==> config.mk <==
export PLATFORM = sky130hd
export DESIGN_NAME = count_pwm_gen_flat
export DESIGN_NICKNAME = d
export VERILOG_FILES = /design/src/rtl/count_pwm_if.sv /design/src/rtl/count_pwm_gen.sv /design/src/flat_wrapper.sv
export SDC_FILE = /design/constraint.sdc
export NUM_CORES = 1
export LEC_CHECK = 0
export BUFFER_PORTS_ARGS = -buffer_cell sky130_fd_sc_hd__buf_2
export CAP_MARGIN = 20
export CELL_PAD_IN_SITES_DETAIL_PLACEMENT = 1
export CELL_PAD_IN_SITES_GLOBAL_PLACEMENT = 1
export CORE_ASPECT_RATIO = 1.2
export CORE_UTILIZATION = 44
export DETAILED_ROUTE_END_ITERATION = 8
export PLACE_DENSITY_LB_ADDON = 0.3
export SETUP_SLACK_MARGIN = 0.3
export SKIP_LAST_GASP = 1
export SLEW_MARGIN = 20
export SYNTH_ARGS = -nofsm -noshare
export SYNTH_HDL_FRONTEND = slang
export SYNTH_SLANG_ARGS = --single-unit
==> constraint.sdc <==
create_clock -name clk -period 4.27 [get_ports clk]
set_clock_uncertainty 0.2 [all_clocks]
set_input_delay 0.2135 -clock clk [delete_from_list [all_inputs] [get_ports clk]]
set_output_delay 0.2135 -clock clk [all_outputs]
set_load 0.01 [all_outputs]
==> src/rtl/count_pwm_if.sv <==
// Bus bundle for count_pwm_gen: counter sample, control and duty inputs,
// PWM/status outputs. The design sits on the slave modport.
interface count_pwm_if #(
   parameter int WIDTH    = 8,
   parameter int DT_WIDTH = 4
);
   logic [WIDTH-1:0]    count_i;
   logic                en_i;
   logic                mode_i;
   logic [WIDTH-1:0]    duty_i;
   logic                duty_we;
   logic [DT_WIDTH-1:0] deadtime_i;
   logic                pwm_o;
   logic                pwm_n_o;
   logic                period_o;
   logic                match_o;
   logic                busy_o;
   logic [7:0]          wrap_cnt_o;

   modport master (
      output count_i, en_i, mode_i, duty_i, duty_we, deadtime_i,
      input  pwm_o, pwm_n_o, period_o, match_o, busy_o, wrap_cnt_o
   );

   modport slave (
      input  count_i, en_i, mode_i, duty_i, duty_we, deadtime_i,
      output pwm_o, pwm_n_o, period_o, match_o, busy_o, wrap_cnt_o
   );
endinterface

==> src/rtl/count_pwm_gen.sv <==
// Compare/PWM stage following an 8-bit up-counter: period detection, double-buffered
// duty, continuous/one-shot FSM. Define PWM_DEADTIME_EN for the dead-time complementary output.
module count_pwm_gen #(
   parameter int WIDTH    = 8,
   parameter int DT_WIDTH = 4
) (
   input logic        clk,
   input logic        reset,
   count_pwm_if.slave bus
);
   typedef enum logic [1:0] {IDLE, SYNC, RUN, DONE} state_t;

   state_t           state_q, state_d;
   logic [WIDTH-1:0] count_q, count_d;
   logic [WIDTH-1:0] duty_sh_q, duty_sh_d;
   logic [WIDTH-1:0] duty_act_q, duty_act_d;
   logic [WIDTH-1:0] duty_eff;
   logic             oneshot_q, oneshot_d;
   logic [7:0]       wrap_cnt_q, wrap_cnt_d;
   logic             pwm_q, pwm_d;
   logic             pwm_n_q, pwm_n_d;
   logic             period_q, period_d;
   logic             match_q, match_d;
   logic             busy_q, busy_d;
   logic             wrap, act, r;

   // A wrap is any step downward: natural rollover or a reload to a lower value.
   always_comb begin
      count_d    = bus.count_i;
      wrap       = bus.count_i < count_q;
      duty_eff   = wrap ? duty_sh_q : duty_act_q;
      duty_sh_d  = bus.duty_we ? bus.duty_i : duty_sh_q;
      duty_act_d = wrap ? duty_sh_q : duty_act_q;
      act        = bus.en_i && (((state_q == RUN) && !(oneshot_q && wrap)) ||
                                ((state_q == SYNC) && wrap));
      r          = act && (bus.count_i < duty_eff);
      match_d    = act && (duty_eff != '0) && (bus.count_i == duty_eff);
      period_d   = wrap && bus.en_i && ((state_q == SYNC) || (state_q == RUN));
   end

   always_comb begin
      state_d    = state_q;
      oneshot_d  = oneshot_q;
      wrap_cnt_d = wrap_cnt_q;
      if (!bus.en_i) begin
         state_d = IDLE;
      end else begin
         case (state_q)
            IDLE: begin
               state_d    = SYNC;
               oneshot_d  = bus.mode_i;
               wrap_cnt_d = '0;
            end
            SYNC: if (wrap) state_d = RUN;
            RUN: begin
               if (wrap) begin
                  wrap_cnt_d = wrap_cnt_q + 8'd1;
                  if (oneshot_q) state_d = DONE;
               end
            end
            default: state_d = state_q;
         endcase
      end
      busy_d = (state_d == SYNC) || (state_d == RUN);
   end

`ifdef PWM_DEADTIME_EN
   localparam int RUN_W = DT_WIDTH + 1;

   logic             lvl_q, lvl_d;
   logic [RUN_W-1:0] lvl_run_q, lvl_run_d;

   function automatic logic [RUN_W-1:0] sat_inc(input logic [RUN_W-1:0] v);
      return (&v) ? v : v + RUN_W'(1);
   endfunction

   // lvl_run counts consecutive active cycles (current included) at the present level of r.
   always_comb begin
      lvl_d = r;
      if (!act)
         lvl_run_d = '0;
      else if (r == lvl_q)
         lvl_run_d = sat_inc(lvl_run_q);
      else
         lvl_run_d = RUN_W'(1);
      pwm_d   = r && (lvl_run_d > {1'b0, bus.deadtime_i});
      pwm_n_d = act && !r && (lvl_run_d > {1'b0, bus.deadtime_i});
   end

   always_ff @(posedge clk or posedge reset) begin
      if (reset) begin
         lvl_q     <= 1'b0;
         lvl_run_q <= '0;
      end else begin
         lvl_q     <= lvl_d;
         lvl_run_q <= lvl_run_d;
      end
   end
`else
   always_comb begin
      pwm_d   = r;
      pwm_n_d = 1'b0;
   end
`endif

   always_ff @(posedge clk or posedge reset) begin
      if (reset) begin
         state_q    <= IDLE;
         count_q    <= '0;
         duty_sh_q  <= '0;
         duty_act_q <= '0;
         oneshot_q  <= 1'b0;
         wrap_cnt_q <= '0;
         pwm_q      <= 1'b0;
         pwm_n_q    <= 1'b0;
         period_q   <= 1'b0;
         match_q    <= 1'b0;
         busy_q     <= 1'b0;
      end else begin
         state_q    <= state_d;
         count_q    <= count_d;
         duty_sh_q  <= duty_sh_d;
         duty_act_q <= duty_act_d;
         oneshot_q  <= oneshot_d;
         wrap_cnt_q <= wrap_cnt_d;
         pwm_q      <= pwm_d;
         pwm_n_q    <= pwm_n_d;
         period_q   <= period_d;
         match_q    <= match_d;
         busy_q     <= busy_d;
      end
   end

   assign bus.pwm_o      = pwm_q;
   assign bus.pwm_n_o    = pwm_n_q;
   assign bus.period_o   = period_q;
   assign bus.match_o    = match_q;
   assign bus.busy_o     = busy_q;
   assign bus.wrap_cnt_o = wrap_cnt_q;
endmodule

==> src/flat_wrapper.sv <==
// flat-port wrapper written by rule: the top's interface ports become plain ports
module count_pwm_gen_flat 
#(
   parameter int WIDTH    = 8,
   parameter int DT_WIDTH = 4
)
  (clk, reset, bus_count_i, bus_en_i, bus_mode_i, bus_duty_i, bus_duty_we, bus_deadtime_i, bus_pwm_o, bus_pwm_n_o, bus_period_o, bus_match_o, bus_busy_o, bus_wrap_cnt_o);
  count_pwm_if #(.WIDTH(WIDTH), .DT_WIDTH(DT_WIDTH)) bus_i ();
  input logic clk;
  input logic reset;
  input wire logic [$bits(bus_i.count_i)-1:0] bus_count_i;
  input wire logic [$bits(bus_i.en_i)-1:0] bus_en_i;
  input wire logic [$bits(bus_i.mode_i)-1:0] bus_mode_i;
  input wire logic [$bits(bus_i.duty_i)-1:0] bus_duty_i;
  input wire logic [$bits(bus_i.duty_we)-1:0] bus_duty_we;
  input wire logic [$bits(bus_i.deadtime_i)-1:0] bus_deadtime_i;
  output wire logic [$bits(bus_i.pwm_o)-1:0] bus_pwm_o;
  output wire logic [$bits(bus_i.pwm_n_o)-1:0] bus_pwm_n_o;
  output wire logic [$bits(bus_i.period_o)-1:0] bus_period_o;
  output wire logic [$bits(bus_i.match_o)-1:0] bus_match_o;
  output wire logic [$bits(bus_i.busy_o)-1:0] bus_busy_o;
  output wire logic [$bits(bus_i.wrap_cnt_o)-1:0] bus_wrap_cnt_o;
  assign bus_i.count_i = bus_count_i;
  assign bus_i.en_i = bus_en_i;
  assign bus_i.mode_i = bus_mode_i;
  assign bus_i.duty_i = bus_duty_i;
  assign bus_i.duty_we = bus_duty_we;
  assign bus_i.deadtime_i = bus_deadtime_i;
  assign bus_pwm_o = bus_i.pwm_o;
  assign bus_pwm_n_o = bus_i.pwm_n_o;
  assign bus_period_o = bus_i.period_o;
  assign bus_match_o = bus_i.match_o;
  assign bus_busy_o = bus_i.busy_o;
  assign bus_wrap_cnt_o = bus_i.wrap_cnt_o;
  count_pwm_gen #(.WIDTH(WIDTH), .DT_WIDTH(DT_WIDTH)) u_core (.clk(clk), .reset(reset), .bus(bus_i));
endmodule
==> results of run 1 <==
[cells in the mapped netlist, drive strengths merged, types with 2 or more instances]
cell	number
nor4	4
mux2i	9
a21o	3
clkbuf	2
o21a	3
o211ai	4
ha	21
o31ai	3
a2111oi	2
o41ai	2
o311ai	6
inv	21
nand3	7
nand2	15
buf	2
a211oi	2
o21ai	2
nand2b	2
a21oi	9
dfrtp	39
nand4	3
mux2	9
[metal layers]
layer | up-vias | share of wire, % | global-route usage (%) | wire [um]
met4 | 0 | 1.0 | 5.43 | 48
met5 | - | 0 | 0 | 0
li1 | 782 | - | - | -
met1 | 798 | 42 | 24.6 | 2000
met2 | 29 | 54 | 38.9 | 2590
met3 | 7 | 2.8 | 4.22 | 135
[cell families after synthesis]
kind of cell	count (synthesis)	synth area share, %
buffers and inverters	26	5.13
xor gates and xnor gates	1	0.413
AOI/OAI and AO/OA	41	16.9
other	1	0.177
and+or+nand+nor	40	10.0
muxes	18	9.02
adders and majority gates	21	12.4
DFF	39	46.0
[final timing paths]
check                      cells after the start                                   end  slack [ns]                      startpoint
max                                           14            u_core.bus.pwm_o$_DFF_PP0_        0.58                  bus_count_i[6]
min                                            3  u_core.bus.wrap_cnt_o[1]$_DFFE_PP0P_        0.07                        bus_en_i
max reg2reg                                   13            u_core.bus.pwm_o$_DFF_PP0_        0.85     u_core.count_q[6]$_DFF_PP0_
min reg2reg                                    2        u_core.duty_act_q[5]$_DFF_PP0_        0.33  u_core.duty_act_q[5]$_DFF_PP0_
max in group asynchronous                      4         u_core.bus.period_o$_DFF_PP0_        3.14                           reset
min in group asynchronous                      4        u_core.duty_act_q[3]$_DFF_PP0_        0.37                           reset
[power by group through the flow]
stage	Clock (uW)	Combinational, uW	Sequential (uW)
6_report	303	318	459
5_1_grt	327	360	466
4_1_cts	312	323	459
3_5_place_dp	0	308	466
3_3_place_gp	0	297	464
2_1_floorplan	0	222	461
[final cells by class]
type / instances / area share (%)
clock buffer: 5 / 2.62
clock inverter: 2 / 1.43
inverter: 22 / 3.14
multi-input combinational: 122 / 39.5
sequential: 39 / 37.1
tap: 58 / 2.76
timing repair buffer: 52 / 13.5
[per-stage QoR]
step | utilization, % | total power, uW | instances
2_1_floorplan | - | 683 | 187
3_3_place_gp | 50.7 | 761 | 275
3_5_place_dp | 50.7 | 774 | 275
4_1_cts | 56.9 | 1090 | 300
5_1_grt | 56.9 | 1150 | 300
6_report | 56.9 | 1080 | 300
[flip-flops by register name, summed over array words and instances, names as in the netlist]
register               flops
u_core.duty_act_q          8
u_core.bus.match_o         1
u_core.state_q             2
u_core.bus.busy_o          1
u_core.bus.period_o        1
u_core.bus.pwm_o           1
u_core.oneshot_q           1
u_core.count_q             8
u_core.bus.wrap_cnt_o      8
u_core.duty_sh_q           8
[critical path, cell delays in order]
cell	delay, ns
dlygate4sd3_1	0.54
buf_2	0.15
ha_1	0.31
a21o_2	0.22
a21oi_1	0.45
o31ai_1	0.22
buf_4	0.21
mux2i_1	0.21
ha_1	0.28
nor2b_1	0.13
o21a_1	0.16
o21ai_0	0.21
a21oi_1	0.13
a2111oi_2	0.23
[what timing repair did]
item	CTS	global route
hold buffers	18	0
resized for setup	0	0
endpoints found under the hold margin	56	0
==> reports/results.ini, run 1 <==
[placed_design]
place_ws_ns=0.897
gp_congestion=0.736
place_hpwl_um=3420
numPortBuffers=32
place_area_sq_um=2340

[layout]
multi_input_area_sq_um=1040
final_common_cell=dfrtp_1
final.fill_count=503
drive_above_1_share_pct=26.9
diodes=0
nets=288
final_cell_mix=39 x dfrtp_1, 32 x buf_2, 21 x inv_1, 21 x ha_1, 18 x dlygate4sd3_1
fin_area_sq_um=2630
syn2layout_area_growth_pct=23.9
register_area_sq_um=976

[clocking]
clk_pin_slew_worst_paths_ns=0.08
cts_tree=done
numCtsBuffers=5
clock_path_buffers=2
clock_latency_ns=0.29
cts-root-buf=clkbuf_8
htreeDepth=2
cts_setup_buffers=0
clock_sinks=39

[worst_hold_path]
hold_path_class=primary input to register

[sta]
fmax_ghz=0.271
fin_ws_ns=0.582
whs_ns=0.0732
grt_setup_unrepaired=false
worst_pin_slew_ns=0.677
period_minus_slack_ns=3.69
final-hold-violation-count=0
maxSlewHeadroom_pct=54.8
tns_ns=0
slew_viol_final=0
timing.final.crit_share_pct=86.4
setup_viol=0

[pwr]
p_seq_share_pct=42.5
clockPowerShare_pct=28.1
switching_share_pct=32.5
comb_power_share_pct=29.5
switching_power_uw=351
power_leakage_uw=0.00129
power_density_nw_per_um2=411
power.internal_uw=729
irDropWorstVdd_mv=0.227

[synthesis]
synth_top_cell_by_area=dfrtp_1
synth-edff-count=0
syn_inst=187
synth-seq-cells=39
yosys_warnings=0
synth_area_leaders=dfrtp_1 46%, ha_1 12%, mux2_2 4.8%
syn_area_sq_um=2120
synth_top_area_share_pct=46.0
synth-async-reset-ratio_pct=100
yosysSeqAreaShare_pct=46.0
synth.avg_cell_area_sq_um=11.4
synth_top_flop_cell=dfrtp_1
syn_nets=233
synth_cell_types=48

[route]
wirelength_um=4770
remaining_drc_errors=0
viasPerCell=5.39
ant_nets=0
drt_iter0_drc=69
vias=1616
dr.pass1.iters=3
routedWlPerCell_um=15.9

[global_routing]
grt_pass1_wl_um=8290
antenna_found_initial=0
gr-total-overflow=0
grt_pass1_vias=1763
grt_max_degree=40
grt_usage_pct=21.2

[worst_setup_path]
crit_arrival_ns=3.67
worstPathRequired_ns=4.25
cp-end-kind=register
critPathKind=primary input to register
start_kind=primary input
cp_max_fo=6

[die]
core_sq_um=4630
die-area_sq_um=5110
start_util_pct=45.9
die_w_um=65.4
die_h_um=78.1
io_pins=38
num_rows=27

[status]
outcome=finished, final reports clean

[flow_run]
cap_violations=0

No activity file was read; power rests on OpenSTA's default activity.
==> run 2, diff against run 1 <==
--- a/config.mk
+++ b/config.mk
@@ -5,12 +5,14 @@
 export SDC_FILE = /design/constraint.sdc
 export NUM_CORES = 1
 export LEC_CHECK = 0
+export ABC_AREA = 1
 export BUFFER_PORTS_ARGS = -buffer_cell sky130_fd_sc_hd__buf_2
 export CAP_MARGIN = 20
 export CELL_PAD_IN_SITES_DETAIL_PLACEMENT = 1
 export CELL_PAD_IN_SITES_GLOBAL_PLACEMENT = 1
 export CORE_ASPECT_RATIO = 1.2
-export CORE_UTILIZATION = 44
+export CORE_UTILIZATION = 43
+export CTS_BUF_LIST = sky130_fd_sc_hd__clkbuf_8
 export DETAILED_ROUTE_END_ITERATION = 8
 export PLACE_DENSITY_LB_ADDON = 0.3
 export SETUP_SLACK_MARGIN = 0.3
==> reports/results.ini, run 2 <==
[status]
outcome=finished, final reports clean  ; unchanged

[worst_setup_path]
cp-end-kind=register  ; unchanged
start_kind=primary input  ; unchanged
reg2reg_slack_ns=1.29  ; was 0.85 ns
worstPathRequired_ns=4.30  ; was 4.25 ns
cp_max_fo=11  ; was 6
crit_arrival_ns=3.29  ; was 3.67 ns
r2r_end=u_core.bus.pwm_o$_DFF_PP0_  ; unchanged
regToRegStartpoint=u_core.count_q[5]$_DFF_PP0_  ; was u_core.count_q[6]$_DFF_PP0_
reg2reg_depth=14  ; was 13
critPathKind=primary input to register  ; unchanged

[synthesis]
synth_top_area_share_pct=44.8  ; was 46.0%
synth_compound_area_share_pct=7.82  ; was 16.9%
synth_cell_types=29  ; was 48
syn_inst=256  ; was 187
yosys_warnings=0  ; unchanged
synth-async-reset-ratio_pct=100  ; unchanged
synth-seq-cells=39  ; unchanged
synth_top_family_by_area=simple AND/OR/NAND/NOR gates  ; was compound AO/OA/AOI/OAI gates
synth.avg_cell_area_sq_um=8.50  ; was 11.4 sq um
synth_top_flop_cell=dfrtp_1  ; unchanged
synthSimpleGateAreaFrac_pct=22.1  ; was 10.0%
synthXorXnorAreaFrac_pct=1.61  ; was 0.412%
syn_area_sq_um=2180  ; was 2120 sq um
synth_area_leaders=dfrtp_1 45%, ha_1 12%, nand2_1 10%  ; was dfrtp_1 46%, ha_1 12%, mux2_2 4.8%
synth.area.mux_share_pct=0  ; was 9.02%
synth-edff-count=0  ; unchanged
syn_nets=302  ; was 233
yosysSeqAreaShare_pct=44.8  ; was 46.0%
post_synth_fa_ha_maj_area_fraction_pct=12.1  ; was 12.4%
synth_top_cell_by_area=dfrtp_1  ; unchanged
synthTopCellsByCount=58 x nand2_1, 48 x inv_1, 39 x dfrtp_1, 21 x ha_1, 15 x nand3_1  ; was 39 x dfrtp_1, 21 x ha_1, 21 x inv_1, 13 x nand2_1
synth.most_common_cell=nand2_1  ; was dfrtp_1

[sta]
timing.final.crit_share_pct=76.3  ; was 86.4%
maxSlewHeadroom_pct=64.9  ; was 54.8%
slew_viol_final=0  ; unchanged
fmax_ghz=0.307  ; was 0.271 GHz
tns_ns=0  ; unchanged
grt_setup_unrepaired=false  ; unchanged
setup_viol=0  ; unchanged
period_minus_slack_ns=3.26  ; was 3.69 ns
fin_ws_ns=1.01  ; was 0.582 ns
worst_pin_slew_ns=0.525  ; was 0.677 ns
final-hold-violation-count=0  ; unchanged

[clocking]
clock_latency_ns=0.29  ; about the same
htreeDepth=2  ; unchanged
cts_hold_buffers=18  ; unchanged
numCtsBuffers=5  ; unchanged
clock_sinks=39  ; unchanged
cts-root-buf=clkbuf_8  ; unchanged
clock_path_buffers=2  ; unchanged
clk_pin_slew_worst_paths_ns=0.08  ; about the same
cts_resized=0  ; unchanged
cts_setup_buffers=0  ; unchanged
cts_tree=done  ; unchanged

[placed_design]
place_ws_ns=1.28  ; was 0.897 ns
gp_congestion=0.755  ; was 0.736
place_hpwl_um=3460  ; was 3420 um
numPortBuffers=32  ; unchanged

[pwr]
switching_share_pct=37.5  ; was 32.5%
power.internal_uw=675  ; was 729 uW
power_leakage_uw=0.00144  ; was 0.00129 uW
power_density_nw_per_um2=412  ; was 411 nW/um^2
irDropWorstVdd_mv=0.214  ; was 0.227 mV
p_seq_share_pct=42.1  ; was 42.5%
clockPowerShare_pct=22.8  ; was 28.1%
switching_power_uw=404  ; was 351 uW
comb_power_share_pct=35.1  ; was 29.5%

[global_routing]
gr-total-overflow=0  ; unchanged
grtUsageMet1_pct=24.1  ; was 24.6%
grt_usage_pct=21.1  ; was 21.2%
grt_pass1_vias=1889  ; was 1763
grt_max_degree=40  ; unchanged
grt_util_met3_pct=4.00  ; was 4.22%
grt_pass1_wl_um=8380  ; was 8290 um
gr-usage-met2_pct=38.2  ; was 38.9%
grt_busiest_layer=met2  ; unchanged
antenna_found_initial=0  ; unchanged

[route]
dr.pass1.iters=4  ; was 3
vias=1785  ; was 1616
remaining_drc_errors=0  ; unchanged
routedWlPerCell_um=13.3  ; was 15.9 um
viasPerCell=4.85  ; was 5.39
wirelength_um=4890  ; was 4770 um
ant_nets=0  ; unchanged
drt_iter0_drc=41  ; was 69

[die]
die_h_um=79.9  ; was 78.1 um
start_util_pct=44.4  ; was 45.9%
io_pins=38  ; unchanged
core_sq_um=4900  ; was 4630 sq um
die-area_sq_um=5350  ; was 5110 sq um
num_rows=28  ; was 27
die_w_um=67.0  ; was 65.4 um

[flow_run]
cap_violations=0  ; unchanged

[layout]
drive_above_1_share_pct=19.2  ; was 26.9%
final_cell_mix=58 x nand2_1, 48 x inv_1, 39 x dfrtp_1, 32 x buf_2, 21 x ha_1  ; was 39 x dfrtp_1, 32 x buf_2, 21 x inv_1, 21 x ha_1, 18 x dlygate4sd3_1
diodes=0  ; unchanged
nets=353  ; was 288
final_common_cell=nand2_1  ; was dfrtp_1
syn2layout_area_growth_pct=20.5  ; was 23.9%
utilization_pct=53.5  ; was 56.9%

[worst_hold_path]
hold_path_class=primary input to register  ; unchanged
hold_path_depth=3  ; unchanged
hold_start=bus_en_i  ; unchanged
min_to=u_core.bus.period_o$_DFF_PP0_  ; was u_core.bus.wrap_cnt_o[1]$_DFFE_PP0P_

==> run 2: changes by cell type in the layout (fill, tap and decap cells not counted), moves of 4 or more <==
cell / change
mux2i_1: -9
mux2_2: -9
nand3_1: +8
nor2_1: +13
o211ai_1: -4
o21ai_0: +11
nand2_1: +45
nor4_1: -4
inv_1: +27
nand2_2: +8
==> run 2: cells by family (layout without fill, tap and decap cells) <==
| logic type | after synthesis | count (layout) |
|---|---|---|
| AND/OR/NAND/NOR | 105 | 105 |
| buffers and inverters | 57 | 109 |
| flip-flops | 39 | 39 |
| AO/OA/AOI/OAI | 29 | 29 |
| adder cells (fa/ha/maj) | 21 | 21 |
| XOR/XNOR | 4 | 4 |
| other | 1 | 1 |
==> run 2: routing by layer <==
layer,part of all wire [%],up-vias
met1,41,857
met2,54,29
met4,1.4,0
met5,0,-
met3,3.1,6
li1,-,893
==> run 2: area by class of cell <==
| type | instances | area [sq um] |
|---|---|---|
| Fill cell | 615 | 2280 |
| Sequential cell | 39 | 976 |
| Multi-Input combinational cell | 160 | 952 |
| Timing Repair Buffer | 51 | 348 |
| Inverter | 50 | 188 |
| Tap cell | 60 | 75.1 |
| Clock buffer | 5 | 68.8 |
| Clock inverter | 3 | 15.0 |
==> run 2: worst max-delay path: stages <==
cell and delay (ns):
dlygate4sd3_1 0.54, buf_2 0.14, ha_1 0.33, a21oi_2 0.12, nor2_1 0.07, nor3_4 0.41, nand2_2 0.29, nand2_1 0.14
nand2_2 0.08, ha_1 0.30, a21oi_1 0.15, nor2_1 0.06, a211oi_1 0.19, o221ai_1 0.15, nor2_1 0.10
==> run 2: power groups by stage <==
stage	clock network (uW)	registers [uW]	logic, uW
2_1_floorplan	0	463	272
3_3_place_gp	0	460	346
3_5_place_dp	0	463	367
4_1_cts	258	456	385
5_1_grt	274	462	438
6_report	246	455	378
==> run 2: worst max-delay path by stage <==
stage,startpoint,endpoint,slack [ns],cells past startpoint
after floorplan,u_core.count_q[5]$_DFF_PP0_,u_core.bus.pwm_o$_DFF_PP0_,1.93,15
after global placement,bus_count_i[5],u_core.bus.pwm_o$_DFF_PP0_,1.31,14
after detailed placement,bus_count_i[5],u_core.bus.match_o$_DFF_PP0_,1.28,13
after CTS,bus_count_i[5],u_core.bus.pwm_o$_DFF_PP0_,1.01,15
after global routing,bus_count_i[5],u_core.bus.pwm_o$_DFF_PP0_,0.84,15
final,bus_count_i[5],u_core.bus.pwm_o$_DFF_PP0_,1.01,15
==> run 2: stage by stage <==
step | std cells | instance area [sq um] | hold slack, ns | power [uW]
floorplan | 256 | 2180 | 0.0449 | 735
global placement | 342 | 2360 | 0.144 | 806
detailed placement | 342 | 2360 | 0.148 | 830
CTS | 368 | 2620 | 0.00889 | 1100
global route | 368 | 2620 | 0.0148 | 1170
finish | 368 | 2620 | 0.0173 | 1080
==> run 3, diff against run 2 <==
--- a/config.mk
+++ b/config.mk
@@ -11,7 +11,7 @@
 export CELL_PAD_IN_SITES_DETAIL_PLACEMENT = 1
 export CELL_PAD_IN_SITES_GLOBAL_PLACEMENT = 1
 export CORE_ASPECT_RATIO = 1.2
-export CORE_UTILIZATION = 43
+export CORE_UTILIZATION = 39
 export CTS_BUF_LIST = sky130_fd_sc_hd__clkbuf_8
 export DETAILED_ROUTE_END_ITERATION = 8
 export PLACE_DENSITY_LB_ADDON = 0.3
==> constraint.sdc (replaced) <==
create_clock -name clk -period 2.79 [get_ports clk]
set_clock_uncertainty 0.2 [all_clocks]
set_input_delay 0.1395 -clock clk [delete_from_list [all_inputs] [get_ports clk]]
set_output_delay 0.1395 -clock clk [all_outputs]
set_load 0.01 [all_outputs]
==> reports/results.ini, run 3 (synthesis results as in run 2) <==
[route]
viasPerCell=5.04  ; was 4.85
wirelength_um=7180  ; was 4890 um
ant_nets=0  ; unchanged
drt_iter0_drc=55  ; was 41
dr.pass1.iters=4  ; unchanged
vias=2026  ; was 1785
remaining_drc_errors=0  ; unchanged
routedWlPerCell_um=17.9  ; was 13.3 um

[status]
outcome=complete, but fails checks  ; was finished, final reports clean
violations=hold timing

[global_routing]
grt_pass1_wl_um=9490  ; was 8380 um
gr-total-overflow=0  ; unchanged
grtUsageMet1_pct=22.1  ; was 24.1%
grt_pass1_vias=2101  ; was 1889
antenna_found_initial=0  ; unchanged
grt_util_met3_pct=4.47  ; was 4.00%
gr-usage-met2_pct=39.7  ; was 38.2%
grt_max_degree=40  ; unchanged
grt_usage_pct=20.7  ; was 21.1%
grt_busiest_layer=met2  ; unchanged

[die]
io_pins=38  ; unchanged
core_sq_um=5330  ; was 4900 sq um
die_h_um=83.8  ; was 79.9 um
die-area_sq_um=5890  ; was 5350 sq um
num_rows=29  ; was 28
start_util_pct=40.8  ; was 44.4%
die_w_um=70.2  ; was 67.0 um

[sta]
slew_viol_final=0  ; unchanged
worst_pin_slew_ns=0.524  ; was 0.525 ns
fmax_ghz=0.370
maxSlewHeadroom_pct=65.1  ; was 64.9%
tns_ns=0  ; unchanged
whs_ns=-0.00711  ; was 0.0173 ns
grt_setup_unrepaired=true  ; was false
period_minus_slack_ns=2.70
timing.final.crit_share_pct=96.9
setup_viol=0  ; unchanged
final-hold-violation-count=1  ; was 0
fin_ws_ns=0.0851  ; was 1.01 ns

[clocking]
numCtsBuffers=5  ; unchanged
clk_pin_slew_worst_paths_ns=0.09  ; was 0.08 ns
clock_sinks=39  ; unchanged
cts_tree=done  ; unchanged
clock_latency_ns=0.31  ; was 0.29 ns
clock_path_buffers=2  ; unchanged
htreeDepth=2  ; unchanged
cts-root-buf=clkbuf_8  ; unchanged

[layout]
fin_area_sq_um=3230  ; was 2620 sq um
final_common_cell=nand2_1  ; unchanged
final.fill_count=618  ; was 615
diodes=0  ; unchanged
drive_above_1_share_pct=34.4  ; was 19.2%
final_cell_mix=48 x nand2_1, 45 x inv_1, 39 x dfrtp_1, 32 x buf_2, 26 x dlygate4sd3_1  ; was 58 x nand2_1, 48 x inv_1, 39 x dfrtp_1, 32 x buf_2, 21 x ha_1
nets=385  ; was 353
register_area_sq_um=976  ; unchanged
multi_input_area_sq_um=1220  ; was 952 sq um
syn2layout_area_growth_pct=48.3  ; was 20.5%

[pwr]
clockPowerShare_pct=24.9  ; was 22.8%
switching_power_uw=767  ; was 404 uW
power_leakage_uw=0.00165  ; was 0.00144 uW
switching_share_pct=37.2  ; was 37.5%
power.internal_uw=1290  ; was 675 uW
irDropWorstVdd_mv=0.367  ; was 0.214 mV
comb_power_share_pct=41.0  ; was 35.1%
p_seq_share_pct=34.2  ; was 42.1%
power_density_nw_per_um2=638  ; was 412 nW/um^2

[placed_design]
place_area_sq_um=2380  ; was 2360 sq um
gp_congestion=0.785  ; was 0.755
numPortBuffers=32  ; unchanged
place_ws_ns=0.182  ; was 1.28 ns
place_hpwl_um=3340  ; was 3460 um

[worst_setup_path]
start_kind=register  ; was primary input
crit_arrival_ns=2.74  ; was 3.29 ns
cp_max_fo=8  ; was 11
worstPathRequired_ns=2.82  ; was 4.30 ns
cp-end-kind=register  ; unchanged
critPathKind=register to register  ; was primary input to register

[worst_hold_path]
hold_path_class=primary input to register  ; unchanged

[flow_run]
cap_violations=0  ; unchanged

-- run 3: cell type report --
class,count,area share (%)
Inverter,50,5.81
Clock buffer,6,2.56
Multi-Input combinational cell,160,37.7
Clock inverter,2,1.08
Sequential cell,39,30.2
Tap cell,62,2.40
Timing Repair Buffer,83,20.2
-- run 3: critical path, stage by stage, from the launching register on --
cell	delay [ns]
dfrtp_1	0.39
inv_2	0.07
ha_4	0.21
nand2_1	0.07
inv_1	0.07
nor3_4	0.20
buf_6	0.15
nand2_8	0.07
buf_6	0.14
nand2_2	0.08
nand2_4	0.08
ha_4	0.29
nand4_1	0.14
nor3_2	0.24
nand3_1	0.10
a21oi_2	0.13
-- run 3: power by group through the flow --
stage | sequential [uW] | clock (uW) | combinational, uW
6_report | 703 | 512 | 844
5_1_grt | 713 | 537 | 922
4_1_cts | 699 | 512 | 680
3_5_place_dp | 709 | 0 | 549
3_3_place_gp | 705 | 0 | 533
2_1_floorplan | 708 | 0 | 417
-- run 3: routing by layer --
layer / wire, um / vias up
met5: 0 / -
met4: 190 / 0
met3: 183 / 16
met2: 4010 / 46
met1: 2790 / 1007
li1: - / 957
-- run 3: worst paths after layout --
kind | cells after the start | from | end | slack (ns)
setup / recovery | 15 | u_core.count_q[7]$_DFF_PP0_ | u_core.bus.match_o$_DFF_PP0_ | 0.09
hold / removal | 3 | bus_duty_we | u_core.duty_sh_q[3]$_DFFE_PP0P_ | -0.007
setup reg to reg | 15 | u_core.count_q[7]$_DFF_PP0_ | u_core.bus.match_o$_DFF_PP0_ | 0.09
hold reg to reg | 2 | u_core.bus.wrap_cnt_o[7]$_DFFE_PP0P_ | u_core.bus.wrap_cnt_o[7]$_DFFE_PP0P_ | 0.33
max in group asynchronous | 4 | reset | u_core.oneshot_q$_DFFE_PP0P_ | 1.71
min in group asynchronous | 4 | reset | u_core.bus.wrap_cnt_o[7]$_DFFE_PP0P_ | 0.31
-- run 3: timing repair --
action | CTS | global route
hold buffers | 25 | 1
pin swaps | 14 | 21
setup endpoints to repair | 2 | 2
endpoints found under the hold margin | 59 | 1
gates resized for setup | 17 | 36
cloned | 0 | 1
setup buffers | 13 | 8
-- run 3: through the flow --
stage,hold slack [ns],cells,util (%),power (uW)
final,-0.00711,402,60.5,2060
after floorplan,-0.0291,256,-,1120
after detailed placement,0.0723,346,44.5,1260
after global placement,0.0705,346,44.5,1240
after CTS,-0.212,392,55.2,1890
after global routing,0.0332,402,60.5,2170
